<file path="src/rtl/imem_boot_loader_if.sv">
// ---------------------------------------------------------------------------
// imem_boot_loader_if
// Bus bundle between the boot loader, the read-only program source and the
// writable i281 instruction memory.
//
// Signals
//   rom_addr    loader -> source   word index presented to the program source
//   rom_data    source -> loader   program word at rom_addr, same cycle
//   imem_we     loader -> memory   instruction-memory write enable
//   imem_waddr  loader -> memory   instruction-memory write address
//   imem_wdata  loader -> memory   instruction-memory write data
//
// Modports
//   master  the boot loader
//   slave   the program source / instruction memory side
// ---------------------------------------------------------------------------
interface imem_boot_loader_if #(
    parameter int ADDR_W = 4,
    parameter int DATA_W = 16
);

    logic [ADDR_W-1:0] rom_addr;
    logic [DATA_W-1:0] rom_data;
    logic              imem_we;
    logic [ADDR_W-1:0] imem_waddr;
    logic [DATA_W-1:0] imem_wdata;

    modport master (
        output rom_addr,
        input  rom_data,
        output imem_we,
        output imem_waddr,
        output imem_wdata
    );

    modport slave (
        input  rom_addr,
        output rom_data,
        input  imem_we,
        input  imem_waddr,
        input  imem_wdata
    );

endinterface

</file>
<file path="src/rtl/imem_boot_loader.sv">
// ---------------------------------------------------------------------------
// imem_boot_loader
// Boot/reload sequencer for the i281 instruction memory. Copies DEPTH words
// from the program source into instruction memory, one word per cycle, while
// holding the CPU, then verifies an additive mod-2^DATA_W checksum and either
// releases the CPU (RUN) or keeps it held (ERR). A later load_req reloads.
//
// Parameters
//   ADDR_W     instruction-memory address width
//   DATA_W     instruction word width
//   DEPTH      words copied per load, must equal 2**ADDR_W
//   AUTO_BOOT  1: start a load on the first cycle after reset release
//
// Ports
//   clk          in   system clock, rising edge
//   rst_n        in   asynchronous active-low reset
//   bus          if   master side of imem_boot_loader_if (ROM read, IMEM write)
//   load_req_i   in   request a (re)load; honoured in IDLE, RUN and ERR only
//   chk_en_i     in   1: compare checksum with exp_sum_i, 0: always pass
//   exp_sum_i    in   expected mod-2^DATA_W sum of all DEPTH words
//   cpu_hold_o   out  1 while the CPU must stay stalled
//   load_done_o  out  1 when the last load passed and the CPU runs
//   load_err_o   out  1 when the last load failed its checksum
//   load_cnt_o   out  successful loads since reset, saturating at 255
// ---------------------------------------------------------------------------
module imem_boot_loader #(
    parameter int ADDR_W    = 4,
    parameter int DATA_W    = 16,
    parameter int DEPTH     = 16,
    parameter bit AUTO_BOOT = 1'b1
) (
    input  logic              clk,
    input  logic              rst_n,
    imem_boot_loader_if.master bus,
    input  logic              load_req_i,
    input  logic              chk_en_i,
    input  logic [DATA_W-1:0] exp_sum_i,
    output logic              cpu_hold_o,
    output logic              load_done_o,
    output logic              load_err_o,
    output logic [7:0]        load_cnt_o
);

    typedef enum logic [2:0] {
        IDLE  = 3'd0,
        LOAD  = 3'd1,
        CHECK = 3'd2,
        RUN   = 3'd3,
        ERR   = 3'd4
    } state_e;

    // Index of the final word; reaching it in LOAD ends the copy.
    localparam logic [ADDR_W-1:0] LAST_ADDR = ADDR_W'(DEPTH - 1);
    localparam logic [7:0]        CNT_MAX   = 8'hFF;

    state_e            state_q, state_d;
    logic [ADDR_W-1:0] cnt_q, cnt_d;
    logic [DATA_W-1:0] sum_q, sum_d;
    logic [7:0]        load_cnt_q, load_cnt_d;
    // Set by reset when AUTO_BOOT is on, consumed by the first exit from
    // IDLE, so the automatic start happens exactly once per reset.
    logic              boot_pend_q, boot_pend_d;

    // State register. An asserted rst_n aborts any load in progress; memory
    // already written is left as is because the next load rewrites every word.
    always_ff @(posedge clk or negedge rst_n) begin
        if (!rst_n) begin
            state_q     <= IDLE;
            cnt_q       <= '0;
            sum_q       <= '0;
            load_cnt_q  <= '0;
            boot_pend_q <= AUTO_BOOT;
        end else begin
            state_q     <= state_d;
            cnt_q       <= cnt_d;
            sum_q       <= sum_d;
            load_cnt_q  <= load_cnt_d;
            boot_pend_q <= boot_pend_d;
        end
    end

    // Next-state and bus outputs. The write data is a straight combinational
    // pass-through of rom_data so one word moves per cycle with no pipeline.
    always_comb begin
        state_d         = state_q;
        cnt_d           = cnt_q;
        sum_d           = sum_q;
        load_cnt_d      = load_cnt_q;
        boot_pend_d     = boot_pend_q;
        bus.rom_addr    = '0;
        bus.imem_we     = 1'b0;
        bus.imem_waddr  = '0;
        bus.imem_wdata  = '0;

        case (state_q)
            IDLE: begin
                if (boot_pend_q || load_req_i) begin
                    state_d     = LOAD;
                    cnt_d       = '0;
                    sum_d       = '0;
                    boot_pend_d = 1'b0;
                end
            end

            LOAD: begin
                bus.rom_addr   = cnt_q;
                bus.imem_we    = 1'b1;
                bus.imem_waddr = cnt_q;
                bus.imem_wdata = bus.rom_data;
                // Carries out of the top bit are intentionally dropped.
                sum_d          = sum_q + bus.rom_data;
                cnt_d          = cnt_q + 1'b1;
                if (cnt_q == LAST_ADDR) begin
                    state_d = CHECK;
                end
            end

            CHECK: begin
                if (!chk_en_i || (sum_q == exp_sum_i)) begin
                    state_d = RUN;
                    if (load_cnt_q != CNT_MAX) begin
                        load_cnt_d = load_cnt_q + 8'd1;
                    end
                end else begin
                    state_d = ERR;
                end
            end

            // Both resting states accept a reload; a failed load is retried
            // the same way a good one is refreshed.
            RUN, ERR: begin
                if (load_req_i) begin
                    state_d = LOAD;
                    cnt_d   = '0;
                    sum_d   = '0;
                end
            end

            default: begin
                state_d = IDLE;
            end
        endcase
    end

    assign cpu_hold_o  = (state_q != RUN);
    assign load_done_o = (state_q == RUN);
    assign load_err_o  = (state_q == ERR);
    assign load_cnt_o  = load_cnt_q;

endmodule

</file>
<file path="src/flat_wrapper.sv">
// flat-port wrapper written by rule: the top's interface ports become plain ports
module imem_boot_loader_flat 
#(
    parameter int ADDR_W    = 4,
    parameter int DATA_W    = 16,
    parameter int DEPTH     = 16,
    parameter bit AUTO_BOOT = 1'b1
)
  (clk, rst_n, load_req_i, chk_en_i, exp_sum_i, cpu_hold_o, load_done_o, load_err_o, load_cnt_o, bus_rom_addr, bus_rom_data, bus_imem_we, bus_imem_waddr, bus_imem_wdata);
  imem_boot_loader_if #(.ADDR_W(ADDR_W), .DATA_W(DATA_W)) bus_i ();
  input  logic clk;
  input  logic rst_n;
  input  logic load_req_i;
  input  logic chk_en_i;
  input  logic [DATA_W-1:0] exp_sum_i;
  output logic cpu_hold_o;
  output logic load_done_o;
  output logic load_err_o;
  output logic [7:0] load_cnt_o;
  output wire logic [$bits(bus_i.rom_addr)-1:0] bus_rom_addr;
  input wire logic [$bits(bus_i.rom_data)-1:0] bus_rom_data;
  output wire logic [$bits(bus_i.imem_we)-1:0] bus_imem_we;
  output wire logic [$bits(bus_i.imem_waddr)-1:0] bus_imem_waddr;
  output wire logic [$bits(bus_i.imem_wdata)-1:0] bus_imem_wdata;
  assign bus_rom_addr = bus_i.rom_addr;
  assign bus_i.rom_data = bus_rom_data;
  assign bus_imem_we = bus_i.imem_we;
  assign bus_imem_waddr = bus_i.imem_waddr;
  assign bus_imem_wdata = bus_i.imem_wdata;
  imem_boot_loader #(.ADDR_W(ADDR_W), .DATA_W(DATA_W), .DEPTH(DEPTH), .AUTO_BOOT(AUTO_BOOT)) u_core (.clk(clk), .rst_n(rst_n), .bus(bus_i), .load_req_i(load_req_i), .chk_en_i(chk_en_i), .exp_sum_i(exp_sum_i), .cpu_hold_o(cpu_hold_o), .load_done_o(load_done_o), .load_err_o(load_err_o), .load_cnt_o(load_cnt_o));
endmodule
</file>
<file path="config.mk">
export PLATFORM = sky130hd
export DESIGN_NAME = imem_boot_loader_flat
export DESIGN_NICKNAME = d
export VERILOG_FILES = /design/src/rtl/imem_boot_loader_if.sv /design/src/rtl/imem_boot_loader.sv /design/src/flat_wrapper.sv
export SDC_FILE = /design/constraint.sdc
export NUM_CORES = 1
export LEC_CHECK = 0
export BUFFER_PORTS_ARGS = -buffer_cell sky130_fd_sc_hd__buf_2
export CELL_PAD_IN_SITES_DETAIL_PLACEMENT = 1
export CELL_PAD_IN_SITES_GLOBAL_PLACEMENT = 1
export CORE_ASPECT_RATIO = 0.9
export CORE_UTILIZATION = 42
export DETAILED_ROUTE_END_ITERATION = 10
export PLACE_DENSITY_LB_ADDON = 0.1
export SYNTH_ARGS = -nofsm -noshare
export SYNTH_HDL_FRONTEND = slang
export SYNTH_SLANG_ARGS = --single-unit
</file>
<file path="constraint.sdc">
create_clock -name clk -period 6.85 [get_ports clk]
set_input_delay 1.0275 -clock clk [delete_from_list [all_inputs] [get_ports clk]]
set_output_delay 1.0275 -clock clk [all_outputs]
set_load 0.1 [all_outputs]
</file>
Word level (Yosys, flattened, before mapping)
Cells that the tools add are included.
{"block": "word_totals", "ram_bits": 0, "register_bits": 32, "word_cells": 43, "out_inout_bits": 36, "latchBits": 0, "memories": 0, "mem_bits_ro": 0}
{"block": "classes", "reduce_logical": 10, "multipliers": 0, "n_lt_le_gt_ge": 0, "shifts": 0, "n_mux": 14, "bitwise_logic": 0, "n_div": 0, "add_sub_neg": 3, "n_eq_ne": 11}
{"operator": "two-way mux 16 bit", "n": 3}
{"operator": "one-hot mux 16 bit (3 select lines)", "n": 1}
{"operator": "adder 16 bit", "n": 1}
{"operator": "== test 16 bit", "n": 1}
{"operator": "two-way mux 3 bit", "n": 4}
{"operator": "two-way mux 4 bit", "n": 3}
{"operator": "one-hot mux 3 bit (4 select lines)", "n": 1}
{"operator": "one-hot mux 4 bit (3 select lines)", "n": 1}
{"operator": "AND reduction 3 bit", "n": 3}
{"operator": "adder 8 x 1 -> 8 bit (second input constant)", "n": 1}
{"operator": "inequality test 8 bit (second input constant)", "n": 1}
{"operator": "== test 3 x 2 -> 1 bit (second input constant)", "n": 2}
{"operator": "adder 4 x 1 -> 4 bit (second input constant)", "n": 1}
{"operator": "== test 4 bit (second input constant)", "n": 1}
{"operator": "inequality test 2 x 1 -> 1 bit (second input constant)", "n": 2}
{"operator": "== test 3 x 1 -> 1 bit (second input constant)", "n": 1}
{"operator": "== test 3 bit (second input constant)", "n": 1}
{"operator": "logical NOT 3 bit", "n": 1}
{"operator": "inequality test 3 x 2 -> 1 bit (second input constant)", "n": 1}
{"operator": "nonzero test 3 bit", "n": 1}
{"operator": "logical OR 1 bit", "n": 2}
{"operator": "inequality test 2 bit (second input constant)", "n": 1}
{"operator": "AND reduction 2 bit", "n": 1}
{"operator": "OR reduction 2 bit", "n": 1}
{"operator": "other kinds (2)", "n": 2}

Longest topological paths before layout
Gate-level depths: netlist of the first run.
{"block": "depth", "depth_word": 4, "mapped_depth": 10}

Worst setup path before layout of the first run
No wires, ideal clock.
{"block": "synth_timing", "kind": "reg2out", "start": "reg u_core.state_q[2]", "end": "out bus_imem_wdata[1]", "path_buffers": 3, "t_required_ps": 5822, "arrival_ps": 2375, "slack_ps": 3448, "path_stages_with_launch": 7, "path_cell_list": "dfrtp_1 > clkbuf_1 > nor2_1 > nand2_1 > buf_2 > clkbuf_1 > nor2_1"}
{"block": "synth_between", "elab_chain_len": 2}
{"item": "start: declaration", "line_no": "imem_boot_loader.sv:56", "rtl": "state_e state_q, state_d;"}
{"item": "start signal: assignment", "line_no": "imem_boot_loader.sv:74", "rtl": "state_q <= state_d;"}
{"item": "== test 3 x 1 -> 1 bit", "line_no": "imem_boot_loader.sv:95", "rtl": "case (state_q)"}
{"item": "two-way mux 16 bit", "line_no": "imem_boot_loader.sv:95"}
{"item": "end: declaration", "line_no": "flat_wrapper.sv:24", "rtl": "output wire logic [$bits(bus_i.imem_wdata)-1:0] bus_imem_wdata;"}
No other way between the ends.

Worst setup path in the final report of the first run
{"block": "layout_timing", "start": "reg u_core.state_q[0]", "end": "out bus_imem_we"}
{"block": "layout_between", "elab_chain_len": 2}
{"item": "== test 3 x 1 -> 1 bit", "line_no": "imem_boot_loader.sv:95"}
{"item": "two-way mux 1 bit", "line_no": "imem_boot_loader.sv:95"}
{"item": "end: declaration", "line_no": "flat_wrapper.sv:22", "rtl": "output wire logic [$bits(bus_i.imem_we)-1:0] bus_imem_we;"}
No other way between the ends.

==> key figures, run 1 <==
Synth
  – Syn nets: 354
  – Top_reg_cell synth: dfrtp_1
  – Most frequent cell after synthesis: dfrtp_1
  – Cell Area, Synth: 0.00262 mm2
  – Area contributors post-synth: dfrtp_1, ha_1, xnor2_1
  – Netlist cell types: 48
  – Ys async rst share: 100%
  – Synthesized area per cell: 8.72 um2
  – Gate Count Post-Synth: 300
  – EDFF count, synth: 0
  – #FFs+latches synth: 32
  – Post-synth top cells: dfrtp_1, and3_1, nand2_1, o21ai_0, xnor2_1
  – Area share of the largest cell type after synthesis: 29.7%
  – Synth area leader: dfrtp_1
  – Register area share after synthesis: 30.7%
  – Warnings from Yosys: 0

Drt
  – Post-DRT Antenna Nets: 0
  – Routed WL per cell: 17.3 um
  – Detailed Route WL: 7.46 mm
  – Drt first pass iters: 5
  – DRC: 0
  – Via density: 5.67
  – DR iter-0 viols: 77
  – Via count: 2445

Cells and area
  – Fraction of layout cells with a size suffix above 1: 24.7%
  – Final core utilization: 52.4%
  – Area Growth Syn to Fin: 16.7%
  – NumNets Final: 414
  – Fill count: 741
  – ANT cells: 0

Worst setup path
  – CP Capture Type: primary output
  – CP delay by family, top: buffers and inverters
  – Critical path class: register to primary output
  – Worst Path Max Fanout: 30
  – CP required: 5820 ps
  – Slowest CP cell: dfrtp_1
  – Critical Path Start Type: register
  – Critical Path Stages: 3
  – Crit-path max cell delay: 870 ps
  – Reg2Reg Depth: 5
  – CP Buf/Inv Count: 2
  – Crit path DAT: 2830 ps
  – CP Cell Sequence: nand2_1, inv_1, buf_2

Clocking
  – # H-tree levels: 2
  – CTS sink count: 32
  – Clk root buf: clkbuf_8
  – Post-CTS Setup Bufs: 0
  – PostCTS Resize Cnt: 0
  – Cts hold-fix bufs: 0
  – Clock Pin Slew Worst Setup and Hold Paths: 70 ps
  – Cts bufs inserted: 5
  – CTS tree: yes
  – Clock tree buffer depth: 2
  – Worst-skew pair later-pin latency: 280 ps

Die
  – Site Rows: 26
  – Initial Utilization: 44.9%
  – Die area: 0.00655 mm2
  – Die X: 85.2 um
  – # IOs: 72
  – Core Footprint: 0.00582 mm2
  – Die height: 76.9 um

Power and ir drop
  – Sw frac: 61.1%
  – Flop pwr share: 21.6%
  – Int Pwr: 0.633 mW
  – Power density over cell area: 534 mW/mm2
  – Max IR drop VDD: 0.000348 V
  – Reported net switching power: 0.996 mW
  – Leak: 1.55 nW
  – Clock power share: 8.8%
  – Combinational share of power: 69.7%

Place
  – # port buffers: 71
  – Routability cong.: 0.821
  – DP HPWL: 5.73 mm

Global routing
  – Gr usage total: 24.0%
  – Vias in the first global route: 2484
  – Global-route wire length before repair: 12.4 mm
  – Initial antenna violation count: 0
  – Grt total ovfl: 0
  – Largest net degree at the start of global routing: 33

Worst hold path
  – Min-Delay Path Depth: 1
  – Worst hold path class: register to register

Timing
  – Worst-margin pin slew: 806 ps
  – Crit path time final: 3860 ps
  – Slew headroom: 46.3%
  – Final setup viols: 0
  – Max-slew violations: 0
  – Final period util: 56.3%
  – FMAX: 259 MHz
  – Setup TNS Final: 0 ps
  – Clock skew: 7.14 ps
  – Hold Violations, Final: 0
  – RSZ-0062 raised after global routing: no

Status
  – Run status: finished clean

Run
  – Max_cap viols: 0
[layout make-up]
| class | instances | area, um2 | share of cell area [%] |
|---|---|---|---|
| Sequential cell | 32 | 802 | 26.3 |
| Tap cell | 70 | 87.6 | 2.87 |
| Timing Repair Buffer | 73 | 370 | 12.1 |
| Multi-Input combinational cell | 242 | 1690 | 55.3 |
| Clock buffer | 7 | 76.3 | 2.50 |
| Clock inverter | 1 | 5.00 | 0.164 |
| Inverter | 6 | 22.5 | 0.738 |
[worst reg2reg max path, delay by kind of cell, from the launching register on]
family                 cells  cell delay [ps]
multiplexers               1              190
buffers and inverters      1              510
flip-flops                 1              870
AO/OA/AOI/OAI              1              130
AND/OR/NAND/NOR            2              790
[path summary, 6_finish.rpt]
check,start,to,slack (ps)
hold reg to reg,u_core.boot_pend_q,u_core.boot_pend_q,460
hold / removal,u_core.boot_pend_q,u_core.boot_pend_q,460
min in group asynchronous,rst_n,u_core.sum_q[3],810
setup reg to reg,u_core.state_q[0],u_core.sum_q[12],4310
max in group asynchronous,rst_n,u_core.sum_q[7],5560
setup / recovery,u_core.state_q[0],bus_imem_we,2990
[power groups by stage]
stage | clock network [mW] | logic, mW | registers [mW]
3_3_place_gp | 0 | 1.11 | 0.351
6_report | 0.143 | 1.14 | 0.351
4_1_cts | 0.149 | 1.14 | 0.353
2_1_floorplan | 0 | 0.892 | 0.382
3_5_place_dp | 0 | 1.14 | 0.357
5_1_grt | 0.155 | 1.22 | 0.364
[flip-flops by register name, summed over array words and instances (netlist names)]
name and cells:
u_core.sum_q 16, u_core.load_cnt_o 8, u_core.state_q 3, u_core.boot_pend_q 1, u_core.cnt_q 4
[metrics by stage]
step                setup WS (ps)  hold WS, ps  power, mW  std cells  area (um2)
floorplan                    3450          441       1.27        300        2620
global route                 2720          474       1.74        431        3050
finish                       2990          464       1.63        431        3050
detailed placement           3260          456       1.49        423        2970
CTS                          2950          467       1.64        431        3050
global placement             3310          451       1.46        423        2970
[cells in the final DEF, fill, tap and decap left out, types with 8 or more instances in the layout]
| cell | Yosys | layout |
|---|---|---|
| nor2_1 | 10 | 10 |
| dfrtp_1 | 31 | 31 |
| ha_1 | 17 | 17 |
| nand2_1 | 30 | 30 |
| buf_2 | 4 | 71 |
| and3_1 | 30 | 30 |
| a21oi_1 | 16 | 16 |
| o21ai_0 | 25 | 25 |
| nand4_1 | 8 | 8 |
| nand3_1 | 11 | 11 |
| xnor2_1 | 23 | 23 |
[kinds of logic after synthesis]
group	share of synthesized area [%]
and+or+nand+nor	25.0
AOI/OAI and AO/OA	18.8
DFF	30.7
xor gates and xnor gates	9.04
buffers and inverters	4.78
adders and majority gates	8.90
muxes	2.87
[routing by layer]
| layer | track usage, % | up-vias | routed length [um] |
|---|---|---|---|
| met2 | 41.0 | 44 | 3630 |
| li1 | - | 1199 | - |
| met5 | 0 | - | 0 |
| met3 | 3.66 | 2 | 223 |
| met1 | 32.4 | 1200 | 3570 |
| met4 | 3.90 | 0 | 27 |
Note: power is estimated with default switching activity, not from simulation.
==> inputs of run 2 (changes only) <==
- CORE_UTILIZATION: 42 -> 39
- clock period: 6.85 -> 3.6 ns (I/O delays scaled with it)
==> run 2 against run 1 <==
  * Sequential cell count unchanged
  * Worst hold slack got worse by 140 ps
  * Clock skew increased by 8.1 ps
  * Sequential share of layout area shrank 0.68 points
  * Combinational power is 98% higher
  * Non-clock buffer count rose by 2
  * Count of clock-buffer cells in the layout down 2
  * Register-to-register slack got worse by 3200 ps
  * Critical path depth rose by 1
  * Global-route usage is 0.71 points lower
  * Via count increased by 1.4%
  * Largest cell class unchanged
==> key figures, run 2 (synthesized netlist as in run 1, its figures left out) <==
Worst setup path
  – R2R setup slack: 1100 ps
  – Worst Path Max Fanout: 11
  – Critical path class: register to primary output
  – CP required: 3060 ps
  – Reg-to-reg startpoint: u_core.sum_q[8]
  – Worst setup startpoint: u_core.state_q[2]
  – Critical Path End: bus_imem_we
  – Reg2Reg Depth: 7
  – CP Capture Type: primary output
  – Crit path DAT: 1960 ps
  – Critical Path Start Type: register
  – R2r endpoint: u_core.sum_q[14]

Timing
  – Slew headroom: 47.2%
  – Max-slew violations: 0
  – RSZ-0062 raised after global routing: no
  – Hold Violations, Final: 0
  – Final setup viols: 0
  – Final period util: 69.4%
  – Worst-margin pin slew: 792 ps
  – Crit path time final: 2500 ps
  – Setup TNS Final: 0 ps
  – FMAX: 400 MHz
  – Clock skew: 15.2 ps

Clocking
  – Post-CTS Setup Bufs: 0
  – Cts bufs inserted: 5
  – Clock Pin Slew Worst Setup and Hold Paths: 80 ps
  – Cts hold-fix bufs: 0
  – Clk root buf: clkbuf_8
  – Worst-skew pair later-pin latency: 300 ps
  – CTS sink count: 32
  – CTS tree: yes
  – PostCTS Resize Cnt: 0
  – # H-tree levels: 2
  – Clock tree buffer depth: 2

Die
  – Core Footprint: 0.00628 mm2
  – # IOs: 72
  – Site Rows: 27
  – Die area: 0.00704 mm2
  – Die X: 88.3 um
  – Die height: 79.7 um
  – Initial Utilization: 41.6%

Drt
  – DR WL met2: 3.72 mm
  – Max layer used: met4
  – Routed WL per cell: 17.2 um
  – Via count: 2479
  – Detailed Route WL: 7.76 mm
  – Drt first pass iters: 4
  – Via density: 5.51
  – DRC: 0
  – DR iter-0 viols: 89
  – Post-DRT Antenna Nets: 0
  – M1 wire length: 3.76 mm
  – Routed wl met3: 200 um

Global routing
  – Largest net degree at the start of global routing: 33
  – Initial antenna violation count: 0
  – Grt total ovfl: 0
  – Global-route wire length before repair: 12.3 mm
  – Vias in the first global route: 2462
  – Gr usage total: 23.3%

Place
  – Post-placement cell count: 442
  – DP HPWL: 5.85 mm
  – # port buffers: 71
  – Routability cong.: 0.784

Cells and area
  – Fraction of layout cells with a size suffix above 1: 25.6%
  – Most frequent cells in the layout: buf_2, dfrtp_1, nand2_1, and3_1, o21ai_0
  – Area Growth Syn to Fin: 19.8%
  – ANT cells: 0
  – Fill count: 797
  – Most common cell after layout, fill and taps aside: buf_2
  – Largest register FFs: 16
  – Multi-input logic area: 0.00169 mm2
  – Register area: 802 um2
  – Fin cells: 450
  – NumNets Final: 416
  – Top reg by flops: u_core.sum_q

Power and ir drop
  – Power density over cell area: 1040 mW/mm2
  – Design Power: 3.25 mW
  – Leak: 1.58 nW
  – Max IR drop VDD: 0.000684 V

Status
  – Run status: finished clean

Worst hold path
  – Worst hold path class: primary input to async pin

Run
  – Max_cap viols: 0
==> run 2: cell types whose count changed in the layout (fill, tap and decap cells not counted) <==
| cell | previous run | this run |
|---|---|---|
| clkinvlp_4 | 0 | 1 |
| buf_12 | 0 | 1 |
| bufinv_16 | 0 | 1 |
| clkbuf_1 | 2 | 0 |
| buf_4 | 2 | 4 |
| buf_2 | 71 | 70 |
==> run 2: layout make-up <==
| type | instances | share of cell area [%] |
|---|---|---|
| clock inverters | 3 | 1.36 |
| repair buffers | 75 | 12.8 |
| multi-input cells | 242 | 53.9 |
| inverters | 6 | 0.719 |
| flip-flops and latches | 32 | 25.6 |
| well taps | 87 | 3.47 |
| clock buffers | 5 | 2.20 |
==> run 2: metrics by stage <==
step	setup slack, ps	area, um2	hold WS [ps]	util [%]
finish	1100	3130	323	49.9
global route	967	3130	367	49.9
floorplan	561	2620	244	-
detailed placement	950	3020	453	48.1
CTS	1090	3130	338	49.9
global placement	1060	3020	450	48.1
==> run 2: worst min path at each step <==
| stage | slack (ps) | cells past startpoint | endpoint | from |
|---|---|---|---|---|
| global route | 370 | 1 | u_core.cnt_q[1] | rst_n |
| floorplan | 240 | 0 | u_core.cnt_q[0] | rst_n |
| finish | 320 | 1 | u_core.sum_q[1] | rst_n |
| global placement | 450 | 1 | u_core.boot_pend_q | u_core.boot_pend_q |
| CTS | 340 | 1 | u_core.cnt_q[2] | rst_n |
| detailed placement | 450 | 1 | u_core.boot_pend_q | u_core.boot_pend_q |
==> run 2: power breakdown <==
group          switching, mW  internal (mW)  total [mW]
logic                   1.64          0.624        2.26
registers              0.143          0.482       0.625
clock network          0.154          0.205       0.359
==> run 2: routing by layer <==
metal  vias up  global-route usage (%)
li1       1202                       -
met1      1225                    30.7
met2        48                    39.4
met3         4                    3.52
met4         0                    6.29
met5         -                       0
==> run 2: critical path, cell delays in order (launching register included) <==
cell and delay [ps]:
dfrtp_1 500, nor2_1 180, nand2_1 250, inv_1 490, buf_12 240
==> inputs of run 3 (changes only) <==
- ABC_AREA: not set -> 1
- CORE_UTILIZATION: 39 -> 37
- clock period: 3.6 -> 2.4 ns (I/O delays scaled with it)
==> run 3 against run 2 <==
  * Setup slack worse by 740 ps
  * Sequential power up 49%
  * Die area rose by 9.3%
  * Final cell count rose by 30%
  * Sequential share of layout area shrank 3.7 points
  * Non-clock buffer count unchanged
  * Via count grew 14%
  * Design area is 17% higher
  * Clock power grew 50%
  * Core utilization increased by 1.9 points
  * Critical path type unchanged
  * Critical endpoint is now bus_imem_waddr[2]
==> key figures, run 3 <==
Place
  – DP HPWL: 6.46 mm
  – Area after DPL: 0.00355 mm2
  – Routability cong.: 0.819
  – # port buffers: 71
  – Post-placement cell count: 579

Timing
  – Crit path time final: 2040 ps
  – Max-slew violations: 0
  – Fin Hold WS: 156 ps
  – Hold Violations, Final: 0
  – Worst-margin pin slew: 816 ps
  – FMAX: 491 MHz
  – Final setup viols: 0
  – Slew headroom: 45.6%
  – RSZ-0062 raised after global routing: no
  – Clock skew: 4.60 ps
  – Final period util: 84.9%

Drt
  – Via count: 2827
  – DR iter-0 viols: 71
  – Via density: 4.82
  – Detailed Route WL: 8.09 mm
  – Routed WL per cell: 13.8 um
  – Drt first pass iters: 4
  – Post-DRT Antenna Nets: 0
  – DRC: 0

Cells and area
  – Fin cells: 587
  – Top reg by flops: u_core.sum_q
  – Most frequent cells in the layout: nand2_1, inv_1, nor2_1
  – ANT cells: 0
  – Largest register FFs: 16
  – Fraction of layout cells with a size suffix above 1: 22.1%
  – NumNets Final: 547
  – Most common cell after layout, fill and taps aside: nand2_1
  – Multi-input logic area: 0.00159 mm2
  – Area Growth Syn to Fin: 34.8%
  – Register area: 802 um2
  – Final Cell Area: 0.00366 mm2
  – Fill count: 940

Synth
  – Area share of the largest cell type after synthesis: 28.6%
  – Warnings from Yosys: 0
  – Netlist cell types: 36
  – Cell Area, Synth: 0.00272 mm2
  – Area contributors post-synth: dfrtp_1, nand2_1, inv_1
  – Post-synth top cells: nand2_1, inv_1, nor2_1, dfrtp_1, a21oi_1
  – #FFs+latches synth: 32
  – Syn nets: 475
  – EDFF count, synth: 0
  – Gate Count Post-Synth: 421
  – Synthesized area per cell: 6.45 um2
  – Register area share after synthesis: 29.5%
  – Most frequent cell after synthesis: nand2_1
  – Top_reg_cell synth: dfrtp_1
  – Ys async rst share: 100%
  – Synth area leader: dfrtp_1

Global routing
  – Grt total ovfl: 0
  – Gr usage total: 22.7%
  – Initial antenna violation count: 0
  – Vias in the first global route: 3042
  – Largest net degree at the start of global routing: 33
  – Global-route wire length before repair: 14.0 mm

Clocking
  – Clock Pin Slew Worst Setup and Hold Paths: 80 ps
  – CTS tree: yes
  – # H-tree levels: 2
  – CTS sink count: 32
  – Post-CTS Setup Bufs: 0
  – Clock tree buffer depth: 2
  – Worst-skew pair later-pin latency: 290 ps
  – PostCTS Resize Cnt: 0
  – Cts bufs inserted: 5
  – Clk root buf: clkbuf_8
  – Cts hold-fix bufs: 0

Die
  – Die height: 83.3 um
  – Initial Utilization: 38.4%
  – Die area: 0.00769 mm2
  – Die X: 92.3 um
  – Site Rows: 29
  – # IOs: 72
  – Core Footprint: 0.00708 mm2

Worst setup path
  – Critical path class: register to primary output
  – Worst Path Max Fanout: 32
  – Critical Path Start Type: register
  – CP Capture Type: primary output
  – CP Cell Sequence: inv_1, nor2_4, nand2_1, buf_12, nor2_2, buf_12
  – Crit-path max cell delay: 450 ps
  – Slowest CP cell: dfrtp_1
  – CP required: 2040 ps
  – Crit path DAT: 1680 ps
  – Critical Path Most Common Cell: buf_12

Power and ir drop
  – Leak: 2.01 nW
  – Max IR drop VDD: 0.000859 V
  – Power density over cell area: 1460 mW/mm2

Status
  – Run status: finished clean

Worst hold path
  – Worst hold path class: primary input to async pin

Run
  – Max_cap viols: 0
## run 3: cell types whose count changed in the layout (fill, tap and decap cells not counted), sizes merged, moves of 6 or more
cell   previous run  this run
a21oi            16        24
nor2             10        62
nand2            30       128
nand4             9         1
inv               6        73
nor2b             6         0
and3             30         0
nand3            13        22
xnor2            23         3
## run 3: cells by family after synthesis
logic type                 Yosys count  share of synthesized area, %
AOI/OAI and AO/OA                   59                          13.3
buffers and inverters               83                          12.8
xor gates and xnor gates             8                          2.58
and+or+nand+nor                    221                          33.3
adders and majority gates           18                          8.57
DFF                                 32                          29.5
## run 3: final timing paths
path / endpoint / cells after the start / from / slack, ps
max in group asynchronous: u_core.sum_q[14] / 1 / rst_n / 1720
worst min-delay path: u_core.sum_q[9] / 1 / rst_n / 160
worst min register to register: u_core.boot_pend_q / 2 / u_core.boot_pend_q / 460
min in group clk: u_core.state_q[1] / 4 / load_req_i / 340
worst max register to register: u_core.sum_q[10] / 13 / u_core.sum_q[0] / 430
worst max-delay path: bus_imem_waddr[2] / 6 / u_core.state_q[0] / 360
## run 3: area by class of cell
cell class / instances / area share, %
clock buffer: 6 / 1.98
sequential: 32 / 21.9
inverter: 73 / 7.48
tap: 93 / 3.18
multi-input combinational: 306 / 43.4
timing repair buffer: 75 / 21.1
clock inverter: 2 / 0.957
## run 3: worst max-delay path, delay by kind of cell (launching register included)
family / cells / cell delay (ps)
buffers and inverters: 3 / 490
DFF: 1 / 450
and+or+nand+nor: 3 / 440
## run 3: report_power, final
part           switching (mW)  internal, mW  total [mW]  leakage, nW
clock                   0.232         0.309       0.540       0.0552
combinational            2.67          1.22        3.89         1.54
sequential              0.201         0.731       0.933        0.415
## run 3: metrics by stage
stage,TNS [ps],power [mW],util [%],setup slack (ps)
global placement,0,4.72,50.2,430
finish,0,5.36,51.7,363
CTS,0,5.40,51.7,349
detailed placement,0,4.84,50.2,377
global route,0,5.76,51.7,185
floorplan,-4240,3.64,-,-236
## run 3: routing by layer
layer,track usage (%),up-vias,routed length (um)
li1,-,1451,-
met1,27.6,1324,3650
met2,41.6,50,4120
met3,3.85,2,299
met4,4.40,0,23
met5,0,-,0
